<file path="config.mk">
export PLATFORM = sky130hd
export DESIGN_NAME = mem_port_arbiter
export DESIGN_NICKNAME = d
export VERILOG_FILES = /design/src/rtl/mem_port_arbiter.sv
export SDC_FILE = /design/constraint.sdc
export NUM_CORES = 1
export LEC_CHECK = 0
export CAP_MARGIN = 20
export CORE_ASPECT_RATIO = 0.6
export CORE_MARGIN = 3
export CORE_UTILIZATION = 35
export DETAILED_ROUTE_END_ITERATION = 12
export GPL_ROUTABILITY_DRIVEN = 0
export HOLD_SLACK_MARGIN = 0.15
export PLACE_DENSITY_LB_ADDON = 0.08
export SYNTH_ARGS = -nofsm -noshare
export SYNTH_HDL_FRONTEND = slang
export SYNTH_SLANG_ARGS = --single-unit
</file>
<file path="constraint.sdc">
create_clock -name clk -period 1.6 [get_ports clk]
set_input_delay 0.16 -clock clk [delete_from_list [all_inputs] [get_ports clk]]
set_output_delay 0.16 -clock clk [all_outputs]
set_load 0.005 [all_outputs]
</file>
<file path="src/rtl/mem_port_arbiter.sv">
// rtl/mem_port_arbiter.sv - round-robin arbiter and access sequencer for the shared memory port
module mem_port_arbiter #(
    parameter int DATA_WIDTH = 8,
    parameter int ADDR_WIDTH = 6,
    parameter int RD_LATENCY = 1
) (
    input  logic                  clk,
    input  logic                  rst_n,
    input  logic                  req0,
    input  logic                  we0,
    input  logic [ADDR_WIDTH-1:0] addr0,
    input  logic [DATA_WIDTH-1:0] wdata0,
    input  logic                  req1,
    input  logic                  we1,
    input  logic [ADDR_WIDTH-1:0] addr1,
    input  logic [DATA_WIDTH-1:0] wdata1,
    output logic                  ack0,
    output logic                  ack1,
    output logic [DATA_WIDTH-1:0] rdata,
    output logic                  sel,
    output logic                  mem_en,
    output logic                  mem_we,
    output logic [ADDR_WIDTH-1:0] mem_addr,
    output logic [DATA_WIDTH-1:0] mem_wdata,
    input  logic [DATA_WIDTH-1:0] mem_rdata,
    output logic                  busy
);

    localparam logic [3:0] LAT_INIT = 4'(RD_LATENCY - 1);

    typedef enum logic [1:0] {
        S_IDLE  = 2'd0,
        S_ISSUE = 2'd1,
        S_WAIT  = 2'd2,
        S_ACK   = 2'd3
    } state_t;

    state_t     state;
    state_t     state_nxt;
    logic       last_grant;
    logic [3:0] lat_cnt;
    logic       grant_vld;
    logic       grant_id;

    // On a tie the master that did not win last time gets the port.
    always_comb begin
        grant_vld = req0 | req1;
        if (req0 && req1) begin
            grant_id = ~last_grant;
        end else begin
            grant_id = req1;
        end
    end

    always_ff @(posedge clk or negedge rst_n) begin
        if (!rst_n) begin
            state <= S_IDLE;
        end else begin
            state <= state_nxt;
        end
    end

    always_comb begin
        state_nxt = state;
        case (state)
            S_IDLE: begin
                if (grant_vld) begin
                    state_nxt = S_ISSUE;
                end
            end
            S_ISSUE: begin
                state_nxt = mem_we ? S_ACK : S_WAIT;
            end
            S_WAIT: begin
                if (lat_cnt == 4'd0) begin
                    state_nxt = S_ACK;
                end
            end
            S_ACK: begin
                state_nxt = S_IDLE;
            end
            default: begin
                state_nxt = S_IDLE;
            end
        endcase
    end

    always_comb begin
        mem_en = (state == S_ISSUE);
        ack0   = (state == S_ACK) && !sel;
        ack1   = (state == S_ACK) && sel;
        busy   = (state != S_IDLE);
    end

    // Grant-time capture: command fields stay frozen until the port returns to IDLE.
    always_ff @(posedge clk or negedge rst_n) begin
        if (!rst_n) begin
            sel        <= 1'b0;
            last_grant <= 1'b1;
            mem_we     <= 1'b0;
            mem_addr   <= '0;
            mem_wdata  <= '0;
        end else if (state == S_IDLE && grant_vld) begin
            sel        <= grant_id;
            last_grant <= grant_id;
            mem_we     <= grant_id ? we1 : we0;
            mem_addr   <= grant_id ? addr1 : addr0;
            mem_wdata  <= grant_id ? wdata1 : wdata0;
        end
    end

    always_ff @(posedge clk or negedge rst_n) begin
        if (!rst_n) begin
            lat_cnt <= 4'd0;
            rdata   <= '0;
        end else begin
            case (state)
                S_ISSUE: begin
                    if (!mem_we) begin
                        lat_cnt <= LAT_INIT;
                    end
                end
                S_WAIT: begin
                    if (lat_cnt == 4'd0) begin
                        rdata <= mem_rdata;
                    end else begin
                        lat_cnt <= lat_cnt - 4'd1;
                    end
                end
                default: begin
                end
            endcase
        end
    end

endmodule

</file>
## Yosys cells after proc, flatten, opt, wreduce, memory -nomap -nowiden

Index checks and enable logic that the tools add are counted.

- Bits in registers: 31
- Bits in latches: 0
- Memory bits (writable): 0
- ROM bits: 0
- Bits of input ports: 42
- Output and inout port bits: 28
- Word-level logic and storage cells: 41
- Memories: 0

- Add/sub/neg operators: 1
- Multiply operators: 0
- Divide/modulo/power cells: 0
- Order comparisons: 0
- Equality and inequality tests: 7
- Shifts and indexed selects: 0
- Muxes and demuxes: 11
- Bitwise operators: 2
- Reduce and logical (&&, ||, !) cells: 12

Operators with widths:

| operator | number |
|---|---|
| 4-bit 2-to-1 mux | 2 |
| 8-bit 2-to-1 mux | 1 |
| 2-bit != test, second input constant | 4 |
| 2-bit one-hot mux with 4 select lines | 1 |
| 4-bit one-hot mux with 2 select lines | 1 |
| 6-bit 2-to-1 mux | 1 |
| 2-bit == test, second input constant | 2 |
| 1-bit logical AND | 4 |
| 4-bit logical NOT | 1 |
| 2-bit 2-to-1 mux | 2 |
| 2-bit AND reduction | 2 |
| 2-bit nonzero test | 2 |
| 4-bit by 1-bit subtractor with 4-bit output, second input constant | 1 |
| 1-bit 2-to-1 mux | 3 |
| 3-bit AND reduction | 1 |
| 2-bit by 1-bit == test with 1-bit output, second input constant | 1 |
| 2-bit logical NOT | 1 |
| 1-bit logical NOT | 1 |
| 1-bit inverter | 1 |
| 1-bit bitwise OR | 1 |

## Depth between registers and ports, before layout

- Depth in word-level cells: 3
- Depth in mapped cells: 6
- Depth with buffers taken out: 5

## Worst setup path before layout

OpenSTA, ideal clock, no wires.

- Kind: register to register
- From: reg lat_cnt[0]
- To: reg state[1]
- Library setup time: 0.128 ns
- Arrival: 1.475 ns
- Data required time: 1.472 ns
- Slack: -0.003 ns
- Stages on the path, launching flop included: 6
- Buffers on the path: 0
- Clock period less this slack: 1.603 ns
- Cell sequence: dfrtp_1 > inv_1 > ha_1 > or3b_4 > a21oi_2 > mux2_1

- Longest elaborated chain between the ends: 3

Ends and longest elaborated chain:

| what | line | source |
|---|---|---|
| start: declaration | 41 | `logic [3:0] lat_cnt;` |
| start signal: assignment | 127 | `lat_cnt <= lat_cnt - 4'd1;` |
| 4-bit logical NOT | 75 | `if (lat_cnt == 4'd0) begin` |
| 2-bit != test (no source line) | n/a |  |
| 2-bit AND reduction (no source line) | n/a |  |
| end signal: assignment | 59 | `state <= state_nxt;` |
| end: declaration | 38 | `state_t state;` |

No other way between the ends.
A chain may end at the register's enable or synchronous reset.

## Worst setup path in the final report

Ends and elaborated chain as after synthesis.

==> impl_metrics.yaml <==
detailed_routing:
  antenna_violating_nets_post_route: 0
  pre_antenna_drt_iters: 4
  post_drt_wl_per_cell_um: 14.5
  detail_route.drc_violations: 0
  viasPerCell: 4.75
  dr_total_vias: 1326
  routed_wirelength_um: 4050
  drtIter0Drc: 31
outcome:
  status: "finished clean"
logic_synthesis:
  netlist.area_leader.share_pct: 49.0
  syn_avg_cell_area_um2: 11.2
  synth_nets: 186
  synth_area_leaders: "sky130_fd_sc_hd__dfrtp_1, sky130_fd_sc_hd__mux2i_1, sky130_fd_sc_hd__o21ai_0, sky130_fd_sc_hd__mux2_2, sky130_fd_sc_hd__ha_1"
  synth_top_area_cell: "sky130_fd_sc_hd__dfrtp_1"
  yosysUniqueCellTypes: 31
  postSynthCellCount: 137
  synth_warn: 0
  fraction_of_the_yosys_area_taken_by_sequential_cells_pct: 50.7
  post_synth_instance_area_um2: 1530
  yosys_register_bits: 31
power:
  irDropWorstVdd_mv: 0.989
  cellLeakagePower_nw: 1.16
  power_density_nw_per_um2: 1620
global_route:
  grt_pass1_wl_um: 6820
  groute.layer.met3.usage_pct: 8.96
  groute.usage.overall_pct: 16.7
  grt_remaining_overflow: 0
  grt_pass1_vias: 1416
  met1_capacity_usage_during_global_routing_pct: 19.7
  largest_net_degree_at_the_start_of_global_routing: 32
  global_route_track_usage_on_met2_pct: 26.8
  antenna_violations_before_repair: 0
  grt-busiest-layer: "met2"
worst_setup_path:
  path_cells: "inv_2, ha_4, or3b_4, a21oi_4, mux2_4"
  critical_path.max_fanout: 3
  largest_stage_delay_worst_path_ps: 400
  endpoint_kind: "flip-flop"
  worst_ep_arrival_time_ps: 1770
  setup.worst_path.start_class: "flip-flop"
  regToRegSetupSlack_ps: 8
  critPathRequiredTime_ps: 1780
  setup.worst_path.class: "flip-flop to flip-flop"
  regToRegStartpoint: "lat_cnt[0]"
  worst_r2r_path_cells: 5
  reg2reg_to: "state[1]"
  crit_slowest_cell: "sky130_fd_sc_hd__or3b_4"
finish:
  layout.nets: 270
  fillerInstances: 294
  layout.cells.most_common: "sky130_fd_sc_hd__clkdlybuf4s50_1"
  final_layout_size_suffix_gt1_share_pct: 22.1
  n_antenna_cell: 0
  layout_common_cells: "sky130_fd_sc_hd__clkdlybuf4s50_1, sky130_fd_sc_hd__dfrtp_1, sky130_fd_sc_hd__o21ai_0, sky130_fd_sc_hd__nand2_1, sky130_fd_sc_hd__mux2i_1"
  layout.core_utilization_pct: 65.1
  area_growth_syn_to_layout_pct: 67.3
clock_network:
  number_of_buffers_created_by_cts: 5
  clk_path_buf_depth: 2
  root_buffer: "sky130_fd_sc_hd__clkbuf_8"
  cts_htree_levels: 2
  clock_sink_total: 31
  cts_tree: "yes"
  cts.clk_slew.worst_paths_ps: 70
  cts.hold.buffers_added: 0
  clk_latency_ps: 290
placement:
  portBuffers: 69
  hpwl_um: 3110
worst_hold_path:
  holdCritPathClass: "primary input to async pin"
timing:
  worst_clock_skew_on_the_final_layout_ps: 5.73
  min_period_ps: 1590
  post-route-period-util_pct: 99.5
  grt_setup_unrepaired: "true"
  max_slew.worst_pin.slew_ps: 400
  timing.final.max_slew_violations: 0
  setup_viol: 0
  slew_headroom_pct: 73.4
  fmax_mhz: 628
  final.setup.tns_ps: 0
  final-hold-violation-count: 0
die:
  fp.dieArea_um2: 5230
  num_ports: 70
  placementRows: 17
  initial_util_pct: 38.9
  width_of_the_die_um: 91.4
  die_height_um: 57.2
  core_region_area_um2: 3940
run:
  maxCapViolations: 0
## logic make-up (layout without fill, tap and decap cells)
kind of cell             after synthesis  after routing  share of synthesized area, %
AO/OA/AOI/OAI                         34             34                          13.6
adder cells (fa/ha/maj)                7              7                          5.72
buffers and inverters                 12             97                          4.17
flip-flops                            31             31                          50.7
multiplexers                          24             24                          16.4
AND/OR/NAND/NOR                       29             29                          9.39
## cells in the mapped netlist
cell	n
sky130_fd_sc_hd__a21oi_2	1
sky130_fd_sc_hd__buf_4	1
sky130_fd_sc_hd__mux2i_1	15
sky130_fd_sc_hd__inv_1	6
sky130_fd_sc_hd__clkbuf_1	3
sky130_fd_sc_hd__nand2b_1	1
sky130_fd_sc_hd__ha_1	7
sky130_fd_sc_hd__a211oi_2	1
sky130_fd_sc_hd__dfstp_2	1
sky130_fd_sc_hd__a21bo_2	2
sky130_fd_sc_hd__a21boi_0	1
sky130_fd_sc_hd__nor3_1	1
sky130_fd_sc_hd__nand2_1	18
sky130_fd_sc_hd__nor3b_1	1
sky130_fd_sc_hd__a211oi_1	1
sky130_fd_sc_hd__a31oi_1	1
sky130_fd_sc_hd__buf_6	2
sky130_fd_sc_hd__o211ai_1	1
sky130_fd_sc_hd__o2111ai_1	1
sky130_fd_sc_hd__or3b_4	1
sky130_fd_sc_hd__dfrtp_1	30
sky130_fd_sc_hd__nand3_1	1
sky130_fd_sc_hd__a2bb2oi_1	1
sky130_fd_sc_hd__mux2_1	1
sky130_fd_sc_hd__a21oi_1	1
sky130_fd_sc_hd__o21ai_0	23
sky130_fd_sc_hd__and4bb_2	1
sky130_fd_sc_hd__nor2b_1	3
sky130_fd_sc_hd__and2_1	1
sky130_fd_sc_hd__mux2_2	8
sky130_fd_sc_hd__nor2_1	1
## power by group
group	internal [W]	switching [W]	leakage, nW
clock network	0.000392	0.000284	0.0515
logic	0.00129	0.000848	0.725
registers	0.00114	0.000201	0.381
## flip-flops by register name, summed over array words and instances, names as in the netlist
signal	count
mem_wdata	8
rdata	8
mem_addr	6
lat_cnt	4
state	2
last_grant	1
mem_we	1
sel	1
## worst max-delay path: cells and delay by family, from the launching register on
family          cells  cell delay, ps
compound gates      1             160
flops               1             390
simple gates        1             400
buf+inv             1              80
fa+ha+maj           1             140
mux                 1             310
## worst max path at each step
stage                     endpoint  startpoint  depth (start not counted)
after floorplan           rdata[0]    state[0]                          5
after global routing      state[1]  lat_cnt[0]                          5
after detailed placement  state[1]  lat_cnt[0]                          5
after CTS                   mem_en    state[0]                          3
final                     state[1]  lat_cnt[0]                          5
after global placement    state[1]  lat_cnt[0]                          5
## stage by stage
stage | std cells | area (um^2) | worst slack [ps] | power (W) | hold slack, ps
after floorplan | 137 | 1530 | 0.614 | 0.00221 | -136
after global placement | 267 | 2360 | 12.9 | 0.00325 | 463
after detailed placement | 267 | 2360 | -52.7 | 0.00335 | 474
after CTS | 278 | 2520 | -11.9 | 0.00412 | 279
after global routing | 279 | 2560 | -32.1 | 0.00448 | 286
final | 279 | 2560 | 7.99 | 0.00415 | 263
## repair_timing
action | 4_1_cts | 5_1_grt
pin swaps | 3 | 1
gates resized for setup | 17 | 8
setup buffers | 3 | 1
setup endpoints to repair | 15 | 9
## layout make-up
cell class	instances	area [um^2]	area share [%]
sequential	31	777	30.3
inverter	6	22.5	0.879
tap	57	71.3	2.78
multi-input combinational	94	764	29.8
timing repair buffer	83	827	32.3
clock buffer	8	100	3.91
## per-layer routing
metal	vias up	wire length, um
met3	8	355
li1	649	-
met5	-	0
met2	50	1910
met1	619	1720
met4	0	63
Note: power is estimated with default switching activity, not from simulation.
